$ cat config.mk
export PLATFORM = sky130hd
export DESIGN_NAME = mem_read_streamer
export DESIGN_NICKNAME = d
export VERILOG_FILES = /design/src/rtl/mem_read_streamer.sv
export SDC_FILE = /design/constraint.sdc
export NUM_CORES = 1
export LEC_CHECK = 0
export CORE_ASPECT_RATIO = 1.4
export CORE_UTILIZATION = 51
export CTS_BUF_LIST = sky130_fd_sc_hd__clkbuf_16
export DETAILED_ROUTE_END_ITERATION = 8
export PLACE_DENSITY = 0.78
export SETUP_SLACK_MARGIN = 0.1
export SLEW_MARGIN = 5
export SYNTH_ARGS = -nofsm -noshare
export SYNTH_HDL_FRONTEND = slang
export SYNTH_SLANG_ARGS = --single-unit
$ cat constraint.sdc
create_clock -name clk -period 2.8 [get_ports clk]
set_clock_uncertainty 0.15 [all_clocks]
set_input_delay 0.56 -clock clk [delete_from_list [all_inputs] [get_ports clk]]
set_output_delay 0.56 -clock clk [all_outputs]
set_load 0.05 [all_outputs]
$ cat src/rtl/mem_read_streamer.sv
`default_nettype none
// ============================================================================
// Module   : mem_read_streamer
// Brief    : Burst read master for pseudo_dual_port_memory. Issues credit-limited
//            reads and replays the fixed-latency returns as a valid/ready stream.
// Revision : 1.0 - initial release
// ============================================================================
module mem_read_streamer #(
   parameter int DATA_WIDTH = 32,
   parameter int ADDR_WIDTH = 4,
   parameter int DATA_LAT   = 2,
   parameter int BUF_DEPTH  = 4
) (
   input  logic                  clk,
   input  logic                  rst,
   input  logic                  cmd_valid,
   output logic                  cmd_ready,
   input  logic [ADDR_WIDTH-1:0] cmd_base,
   input  logic [ADDR_WIDTH:0]   cmd_len,
   output logic [ADDR_WIDTH-1:0] r_addr,
   output logic                  r_avalid,
   input  logic                  r_dvalid,
   input  logic [DATA_WIDTH-1:0] r_data,
   output logic                  out_valid,
   input  logic                  out_ready,
   output logic [DATA_WIDTH-1:0] out_data,
   output logic                  out_last,
   output logic                  busy
);

   localparam int c_cnt_w = $clog2(BUF_DEPTH + 1);
   localparam int c_ptr_w = $clog2(BUF_DEPTH);
   localparam logic [c_cnt_w:0]    c_depth_sum = (c_cnt_w + 1)'(BUF_DEPTH);
   localparam logic [c_cnt_w-1:0]  c_depth_cnt = c_cnt_w'(BUF_DEPTH);
   localparam logic [c_ptr_w-1:0]  c_last_ptr  = c_ptr_w'(BUF_DEPTH - 1);
   localparam logic [ADDR_WIDTH:0] c_len_one   = (ADDR_WIDTH + 1)'(1);

   generate
      if ((BUF_DEPTH < DATA_LAT + 2) || (DATA_LAT < 1)) begin : g_bad_params
         $error("mem_read_streamer: need DATA_LAT >= 1 and BUF_DEPTH >= DATA_LAT+2");
      end
   endgenerate

   typedef enum logic [1:0] {
      S_IDLE  = 2'd0,
      S_ISSUE = 2'd1,
      S_DRAIN = 2'd2
   } state_t;

   state_t                  r_state;
   logic                    r_cmd_ready;
   logic                    r_busy;
   logic [ADDR_WIDTH-1:0]   r_addr_q;
   logic [ADDR_WIDTH:0]     r_len_q;
   logic [ADDR_WIDTH:0]     r_rem_q;
   logic [ADDR_WIDTH:0]     r_out_cnt;
   logic [c_cnt_w-1:0]      r_inflight;
   logic [c_cnt_w-1:0]      r_count;
   logic [c_ptr_w-1:0]      r_wr_ptr;
   logic [c_ptr_w-1:0]      r_rd_ptr;
   logic [DATA_WIDTH-1:0]   r_buf [BUF_DEPTH];

   logic w_credit_ok;
   logic w_issue;
   logic w_pop;
   logic w_last_hs;

   // Credit is everything requested but not yet popped; same-cycle pops do not count.
   assign w_credit_ok = ({1'b0, r_inflight} + {1'b0, r_count}) < c_depth_sum;
   assign w_issue     = (r_state == S_ISSUE) && w_credit_ok;
   assign w_pop       = out_valid && out_ready;
   assign w_last_hs   = w_pop && out_last;

   assign cmd_ready = r_cmd_ready;
   assign busy      = r_busy;
   assign r_avalid  = w_issue;
   assign r_addr    = r_addr_q;
   assign out_valid = (r_count != '0);
   assign out_data  = r_buf[r_rd_ptr];
   assign out_last  = out_valid && (r_out_cnt == (r_len_q - c_len_one));

   always_ff @(posedge clk) begin
      if (rst) begin
         r_state     <= S_IDLE;
         r_cmd_ready <= 1'b1;
         r_busy      <= 1'b0;
         r_addr_q    <= '0;
         r_len_q     <= '0;
         r_rem_q     <= '0;
         r_out_cnt   <= '0;
      end else begin
         if (w_pop) begin
            r_out_cnt <= r_out_cnt + 1'b1;
         end
         case (r_state)
            S_IDLE: begin
               if (cmd_valid && (cmd_len != '0)) begin
                  r_addr_q    <= cmd_base;
                  r_len_q     <= cmd_len;
                  r_rem_q     <= cmd_len;
                  r_out_cnt   <= '0;
                  r_state     <= S_ISSUE;
                  r_cmd_ready <= 1'b0;
                  r_busy      <= 1'b1;
               end
            end
            S_ISSUE: begin
               if (w_issue) begin
                  r_addr_q <= r_addr_q + 1'b1;
                  r_rem_q  <= r_rem_q - 1'b1;
                  if (r_rem_q == c_len_one) begin
                     r_state <= S_DRAIN;
                  end
               end
            end
            S_DRAIN: begin
               if (w_last_hs) begin
                  r_state     <= S_IDLE;
                  r_cmd_ready <= 1'b1;
                  r_busy      <= 1'b0;
               end
            end
            default: begin
               r_state     <= S_IDLE;
               r_cmd_ready <= 1'b1;
               r_busy      <= 1'b0;
            end
         endcase
      end
   end

   always_ff @(posedge clk) begin
      if (rst) begin
         r_inflight <= '0;
         r_count    <= '0;
         r_wr_ptr   <= '0;
         r_rd_ptr   <= '0;
      end else begin
         case ({w_issue, r_dvalid})
            2'b10:   r_inflight <= r_inflight + 1'b1;
            2'b01:   r_inflight <= r_inflight - 1'b1;
            default: r_inflight <= r_inflight;
         endcase
         case ({r_dvalid, w_pop})
            2'b10:   r_count <= r_count + 1'b1;
            2'b01:   r_count <= r_count - 1'b1;
            default: r_count <= r_count;
         endcase
         if (r_dvalid) begin
            r_wr_ptr <= (r_wr_ptr == c_last_ptr) ? '0 : r_wr_ptr + 1'b1;
         end
         if (w_pop) begin
            r_rd_ptr <= (r_rd_ptr == c_last_ptr) ? '0 : r_rd_ptr + 1'b1;
         end
      end
   end

   // Returns cannot be refused, so the buffer accepts every r_dvalid.
   always_ff @(posedge clk) begin
      if (r_dvalid) begin
         r_buf[r_wr_ptr] <= r_data;
      end
   end

   a_no_overflow : assert property (@(posedge clk) disable iff (rst)
      !(r_dvalid && (r_count == c_depth_cnt)));

endmodule
`default_nettype wire
==> results.json, run 1 <==
{
  "worst_slew_pin_slew_ns": 0.5189,
  "grt_util_all_layers_pct": 21.10,
  "crit_chain": "inv_2 -> ha_4 -> or3_4 -> a311oi_4 -> and2_4 -> buf_12",
  "p_sw_w": 0.002627,
  "yosysWarnings": 0,
  "min_from": "r_len_q[4]",
  "place_area_um2": 8055,
  "via_per_inst": 5.735,
  "synth_top_area_share_pct": 58.48,
  "cp_data_required_time_ns": 2.09,
  "rows": 48,
  "grt_pass1_vias": 4070,
  "cts-root-buf": "clkbuf_16",
  "switching_share_pct": 33.33,
  "slowest_stage": "or3_4",
  "fp.dieH_um": 136.3,
  "portBuffers": 86,
  "critPathMaxFanout": 3,
  "power_frac_clock_pct": 27.0,
  "cts.hold.buffers_added": 0,
  "layout_common_cells": "edfxtp_1 (128), clkdlybuf4s50_1 (52), buf_12 (39), mux4_2 (32), dfxtp_1 (30)",
  "finalPower_w": 0.007884,
  "fin_crit_sh_pct": 99.87,
  "ys_seq_area_share_pct": 69.14,
  "cellLeakagePower_nw": 3.009,
  "grt_max_degree": 33,
  "pre_cts_ws_ns": 0.1952,
  "fillers": 762,
  "slew_headroom_pct": 65.30,
  "cp-startpoint": "r_len_q[1]",
  "synth_cell_types": 49,
  "grt_overflow": 0,
  "netlist_area_um2": 6573,
  "worstSetupPathType": "reg2out",
  "antenna_found_initial": 0,
  "synthTopCellsByArea": "edfxtp_1 (58%), mux4_2 (11%), dfxtp_1 (11%)",
  "clock.fmax_mhz": 357.6,
  "final_nets": 560,
  "drc_errors": 9,
  "async_flop_share_pct": 0,
  "n_antenna_cell": 0,
  "ir_drop_mv": 0.8000,
  "status": "finished, violations left",
  "core_region_area_um2": 12430,
  "clk_pin_slew_worst_paths_ns": 0.07,
  "synth_seq_cells": 163,
  "final_common_cell": "edfxtp_1",
  "num_vias": 3791,
  "p_per_area_nw_per_um2": 908.8,
  "place_congestion": 0.9240,
  "comb_power_share_pct": 35.4,
  "cts_tree": "yes",
  "ant_nets": 0,
  "seqPwrFrac_pct": 37.5,
  "numCtsBuffers": 17,
  "synth_edf_count": 128,
  "wl_per_cell_um": 19.61,
  "start_util_pct": 52.87,
  "period_needed_ns": 2.796,
  "drt-total-wl_um": 12960,
  "slew_viol_final": 0,
  "drv_cap": 0,
  "grt_pass1_wl_um": 21010,
  "setup_viol": 0,
  "final_util_pct": 69.78,
  "drive_gt1_share_pct": 26.81,
  "avgSynthCellArea_um2": 16.72,
  "yosysTopAreaCell": "edfxtp_1",
  "place_hpwl_um": 8304,
  "hold_viol": 0,
  "violations": "DRC",
  "die_w_um": 97.95,
  "final_area_um2": 8675,
  "drtIter0Drc": 129,
  "multi_input_area_um2": 1946,
  "dr.pass1.iters": 7,
  "hold_path.class": "reg2reg",
  "htreeDepth": 4,
  "slowest_delay_ns": 0.39,
  "cts_buffer_depth": 2,
  "arrival_ns": 2.09,
  "seqCellArea_um2": 4551,
  "synth_flop_cell": "edfxtp_1",
  "io_pins": 87,
  "synthToLayoutAreaGrowth_pct": 31.98,
  "internal_power_w": 0.005257,
  "r2r-start": "r_count[1]",
  "syn_nets": 455,
  "clock_sinks": 163,
  "netlist_instances": 393,
  "worstSetupEndpointType": "output pin",
  "clk_latency_ns": 0.42,
  "rsz0062_at_grt": "true",
  "finalWorstSetupSlack_ns": 0.003569,
  "dieArea_um2": 13350,
  "startpoint_type": "flip-flop"
}
kinds of logic after synthesis:
family / count (synthesis) / synth area share, %
XOR/XNOR: 13 / 1.732
AND/OR/NAND/NOR: 85 / 6.891
flip-flops: 163 / 69.14
buffers and inverters: 31 / 2.075
multiplexers: 37 / 11.73
adder cells (fa/ha/maj): 16 / 3.274
AO/OA/AOI/OAI: 48 / 5.159
layer usage:
metal,GRT usage [%],part of all wire [%],up-vias
met3,5.296,5.1,29
met1,22.77,38,1902
li1,-,-,1740
met2,39.16,54,120
met4,8.754,2.8,0
met5,0,0,-
through the flow:
step                hold WS (ns)  instances  setup TNS (ns)
floorplan                 0.2988        393               0
global placement          0.3021        627               0
detailed placement        0.3099        627               0
CTS                       0.3182        661        -0.01954
global route              0.3500        661        -0.08822
finish                    0.3138        661               0
path summary, 6_finish.rpt:
check             endpoint  slack [ns]  cells past startpoint
max reg2reg  r_inflight[2]        0.47                      9
min reg2reg     r_len_q[4]        0.31                      2
max               out_last       0.004                      6
min             r_len_q[4]        0.31                      2
Yosys cell counts, drive strengths merged, types with 6 or more instances:
library cell  instances
o21ai                 6
clkbuf                7
mux4                 32
xor2                  9
nand2b                6
and2                  6
nor2                 27
ha                   14
nor3                 10
edfxtp              128
buf                   9
nand2                13
a21oi                16
inv                  15
dfxtp                35
power by group through the flow:
stage / Clock, W / Sequential, W / Combinational [W]
floorplan: 0 / 0.00306 / 0.00157
global placement: 0 / 0.00299 / 0.00273
detailed placement: 0 / 0.00300 / 0.00276
CTS: 0.00216 / 0.00296 / 0.00280
global route: 0.00227 / 0.00298 / 0.00295
finish: 0.00213 / 0.00296 / 0.00279
final cells by class:
cell class / instances / share of cell area, %
multi-input combinational: 199 / 22.43
timing repair buffer: 102 / 15.95
inverter: 15 / 0.6491
tap: 150 / 2.164
clock inverter: 15 / 1.442
clock buffer: 17 / 4.904
sequential: 163 / 52.46
critical path: cells and delay by family (launching register included):
kind,cells,cell delay (ns)
AOI/OAI and AO/OA,1,0.38
adders and majority gates,1,0.16
buffers and inverters,2,0.18
DFF,1,0.34
and+or+nand+nor,2,0.61
state kept, by name, indices dropped and copies added, names as in the netlist, named ones only:
signal	flops
r_out_cnt	5
cmd_ready	1
r_wr_ptr	2
r_addr	4
r_inflight	3
r_rem_q	5
busy	1
r_count	3
r_rd_ptr	2
r_len_q	5
r_state	2
r_buf	128
repair_timing:
item / CTS / global route
endpoints found under the setup margin: 2 / 2
pin swaps: 3 / 3
buffers inserted: 2 / 0
gates resized for setup: 12 / 2
No activity file was read; power rests on OpenSTA's default activity.
==> inputs of run 2 (changes only) <==
--- a/config.mk
+++ b/config.mk
@@ -11,6 +11,7 @@
 export DETAILED_ROUTE_END_ITERATION = 8
 export PLACE_DENSITY = 0.78
 export SETUP_SLACK_MARGIN = 0.1
+export SKIP_LAST_GASP = 1
 export SLEW_MARGIN = 5
 export SYNTH_ARGS = -nofsm -noshare
 export SYNTH_HDL_FRONTEND = slang
==> results of run 2 <==
Final layout, timing and power as in run 1 (identical DEF).
==> inputs of run 3 (changes only) <==
--- a/config.mk
+++ b/config.mk
@@ -6,7 +6,7 @@
 export NUM_CORES = 1
 export LEC_CHECK = 0
 export CORE_ASPECT_RATIO = 1.4
-export CORE_UTILIZATION = 51
+export CORE_UTILIZATION = 49
 export CTS_BUF_LIST = sky130_fd_sc_hd__clkbuf_16
 export DETAILED_ROUTE_END_ITERATION = 8
 export PLACE_DENSITY = 0.78
==> constraint.sdc (replaced) <==
create_clock -name clk -period 2.4 [get_ports clk]
set_clock_uncertainty 0.15 [all_clocks]
set_input_delay 0.48 -clock clk [delete_from_list [all_inputs] [get_ports clk]]
set_output_delay 0.48 -clock clk [all_outputs]
set_load 0.05 [all_outputs]
==> run 3 against run 2 <==
Net effect: the run ends with setup timing left; non-clock buffer count is 27 higher; die area grew 4.0%; sequential share of layout area down 2.7 points; flip-flop and latch count is the same; first-iteration DRC count is 35% higher; clock power up 29%; final cell count is 8.3% higher; worst hold slack improved by 0.016 ns; via count rose by 4.4%; register-to-register slack got worse by 0.32 ns; wire length is 7.3% higher; critical endpoint unchanged; largest power group is now combinational logic.
==> results.json, run 3 (synthesis results as in run 1) <==
{
  "instances_no_fill": 716,
  "finalWorstSetupSlack_ns": -0.1805,
  "reg2reg_slack_ns": 0.15,
  "setup_viol": 32,
  "p_sw_w": 0.003180,
  "antenna_found_initial": 0,
  "arrival_ns": 1.95,
  "rows": 49,
  "wl_per_cell_um": 19.43,
  "regMostFlops": "r_buf",
  "portBuffers": 86,
  "place_congestion": 0.8220,
  "htreeDepth": 4,
  "largest_reg_flops": 128,
  "hold_path.class": "reg2reg",
  "rsz0062_at_grt": "true",
  "comb_power_share_pct": 37.0,
  "dpl.cell_count": 672,
  "slowest_delay_ns": 0.33,
  "slew_viol_final": 0,
  "period_needed_ns": 2.581,
  "r2r-end": "r_inflight[2]",
  "hold_viol": 0,
  "worstSetupPathType": "reg2out",
  "finalPower_w": 0.009909,
  "via_per_inst": 5.528,
  "drive_gt1_share_pct": 33.09,
  "core_region_area_um2": 12940,
  "clk_latency_ns": 0.41,
  "ir_drop_mv": 0.6726,
  "cp_data_required_time_ns": 1.77,
  "numCtsBuffers": 17,
  "critPathMaxFanout": 3,
  "clock.fmax_mhz": 387.5,
  "die_w_um": 99.88,
  "num_vias": 3958,
  "slowest_stage": "dfxtp_2",
  "violations": "setup timing",
  "whs_endpoint": "r_len_q[4]",
  "fp.dieH_um": 139.0,
  "grt_pass1_vias": 4117,
  "cts_tree": "yes",
  "cts-root-buf": "clkbuf_16",
  "final_nets": 587,
  "seqPwrFrac_pct": 35.2,
  "grt_max_degree": 33,
  "grt_util_all_layers_pct": 20.91,
  "drtIter0Drc": 174,
  "min_path_cells": 2,
  "drc_errors": 0,
  "cellLeakagePower_nw": 3.213,
  "io_pins": 87,
  "min_from": "r_len_q[4]",
  "start_util_pct": 50.81,
  "clk_pin_slew_worst_paths_ns": 0.06,
  "worstSetupEndpointType": "output pin",
  "synthToLayoutAreaGrowth_pct": 39.44,
  "drv_cap": 0,
  "ant_nets": 0,
  "worst_slew_pin_slew_ns": 0.5356,
  "fin_crit_sh_pct": 107.5,
  "cts_buffer_depth": 2,
  "dr.pass1.iters": 6,
  "grt_pass1_wl_um": 21620,
  "n_antenna_cell": 0,
  "crit_chain": "inv_2 -> ha_4 -> nor4bb_4 -> o211ai_1 -> a311oi_4 -> and2_4 -> buf_12",
  "startpoint_type": "flip-flop",
  "dieArea_um2": 13890,
  "p_per_area_nw_per_um2": 1081,
  "clock_sinks": 163,
  "switching_share_pct": 32.09,
  "slew_headroom_pct": 64.18,
  "status": "finished, violations left",
  "layout_common_cells": "edfxtp_1 (128), clkdlybuf4s50_1 (49), buf_12 (41), mux4_2 (32), buf_4 (29)",
  "power_frac_clock_pct": 27.7,
  "r2r-start": "r_count[1]",
  "r2r_cells": 9,
  "grt_overflow": 0,
  "final_common_cell": "edfxtp_1",
  "drt-total-wl_um": 13910,
  "internal_power_w": 0.006730,
  "place_hpwl_um": 8622
}
==> run 3: cell types whose count changed in the layout (fill, tap and decap cells not counted), moves of 2 or more <==
cell	change
buf_4	+18
bufinv_16	+3
ha_4	+3
buf_16	+3
ha_1	-3
clkinvlp_4	+2
buf_6	+4
dfxtp_1	-4
nand3_4	+2
buf_12	+2
dfxtp_4	+3
inv_6	-2
inv_8	-2
clkdlybuf4s50_1	-3
==> run 3: critical path: cells and delay by family (launching register included) <==
kind	cells	cell delay (ns)
adders and majority gates	1	0.14
AOI/OAI and AO/OA	2	0.45
and+or+nand+nor	2	0.42
DFF	1	0.33
buffers and inverters	2	0.19
==> run 3: area by class of cell <==
class	instances	area, µm²
inverter	15	58.81
fill	806	3771
multi-input combinational	199	2031
clock buffer	17	425.4
tap	178	222.7
clock inverter	15	181.4
timing repair buffer	129	1683
sequential	163	4563
==> run 3: worst max path at each step <==
stage	startpoint	end	slack (ns)
5_1_grt	r_len_q[1]	out_last	-0.25
6_report	r_len_q[1]	out_last	-0.18
4_1_cts	r_len_q[1]	out_last	-0.24
3_5_place_dp	out_ready	r_count[2]	-0.13
2_1_floorplan	r_len_q[0]	out_last	0.11
3_3_place_gp	out_ready	r_count[2]	-0.06
==> run 3: power by group through the flow <==
stage | clock network (W) | registers, W | logic [W]
CTS | 0.00277 | 0.00349 | 0.00356
floorplan | 0 | 0.00357 | 0.00184
detailed placement | 0 | 0.00350 | 0.00333
global route | 0.00289 | 0.00352 | 0.00387
finish | 0.00275 | 0.00349 | 0.00367
global placement | 0 | 0.00348 | 0.00325
==> run 3: routing by layer <==
layer | vias to the layer above | share of wire [%] | global-route usage (%) | wire length [µm]
met5 | - | 0 | 0 | 0
met4 | 0 | 1.5 | 6.811 | 207
met3 | 17 | 4.1 | 5.040 | 576
met2 | 108 | 55 | 37.10 | 7719
met1 | 2031 | 39 | 24.69 | 5410
li1 | 1802 | - | - | -
==> run 3: what timing repair did <==
| action | 4_1_cts | 5_1_grt |
|---|---|---|
| cloned | 3 | 0 |
| resized for setup | 23 | 23 |
| hold buffers | 0 | 0 |
| endpoints found under the setup margin | 37 | 37 |
| setup buffers | 6 | 4 |
| pin swaps | 5 | 10 |
==> run 3: per-stage QoR <==
step	worst slack, ns	utilization, %	setup TNS, ns	instance area [µm²]	hold slack, ns
2_1_floorplan	0.1137	-	0	6574	0.2988
3_5_place_dp	-0.1324	63.63	-0.2668	8232	0.3134
3_3_place_gp	-0.06110	63.63	-0.06110	8232	0.3101
5_1_grt	-0.2518	70.85	-2.531	9165	0.3614
4_1_cts	-0.2405	69.82	-1.155	9032	0.3321
6_report	-0.1805	70.85	-0.6633	9165	0.3299
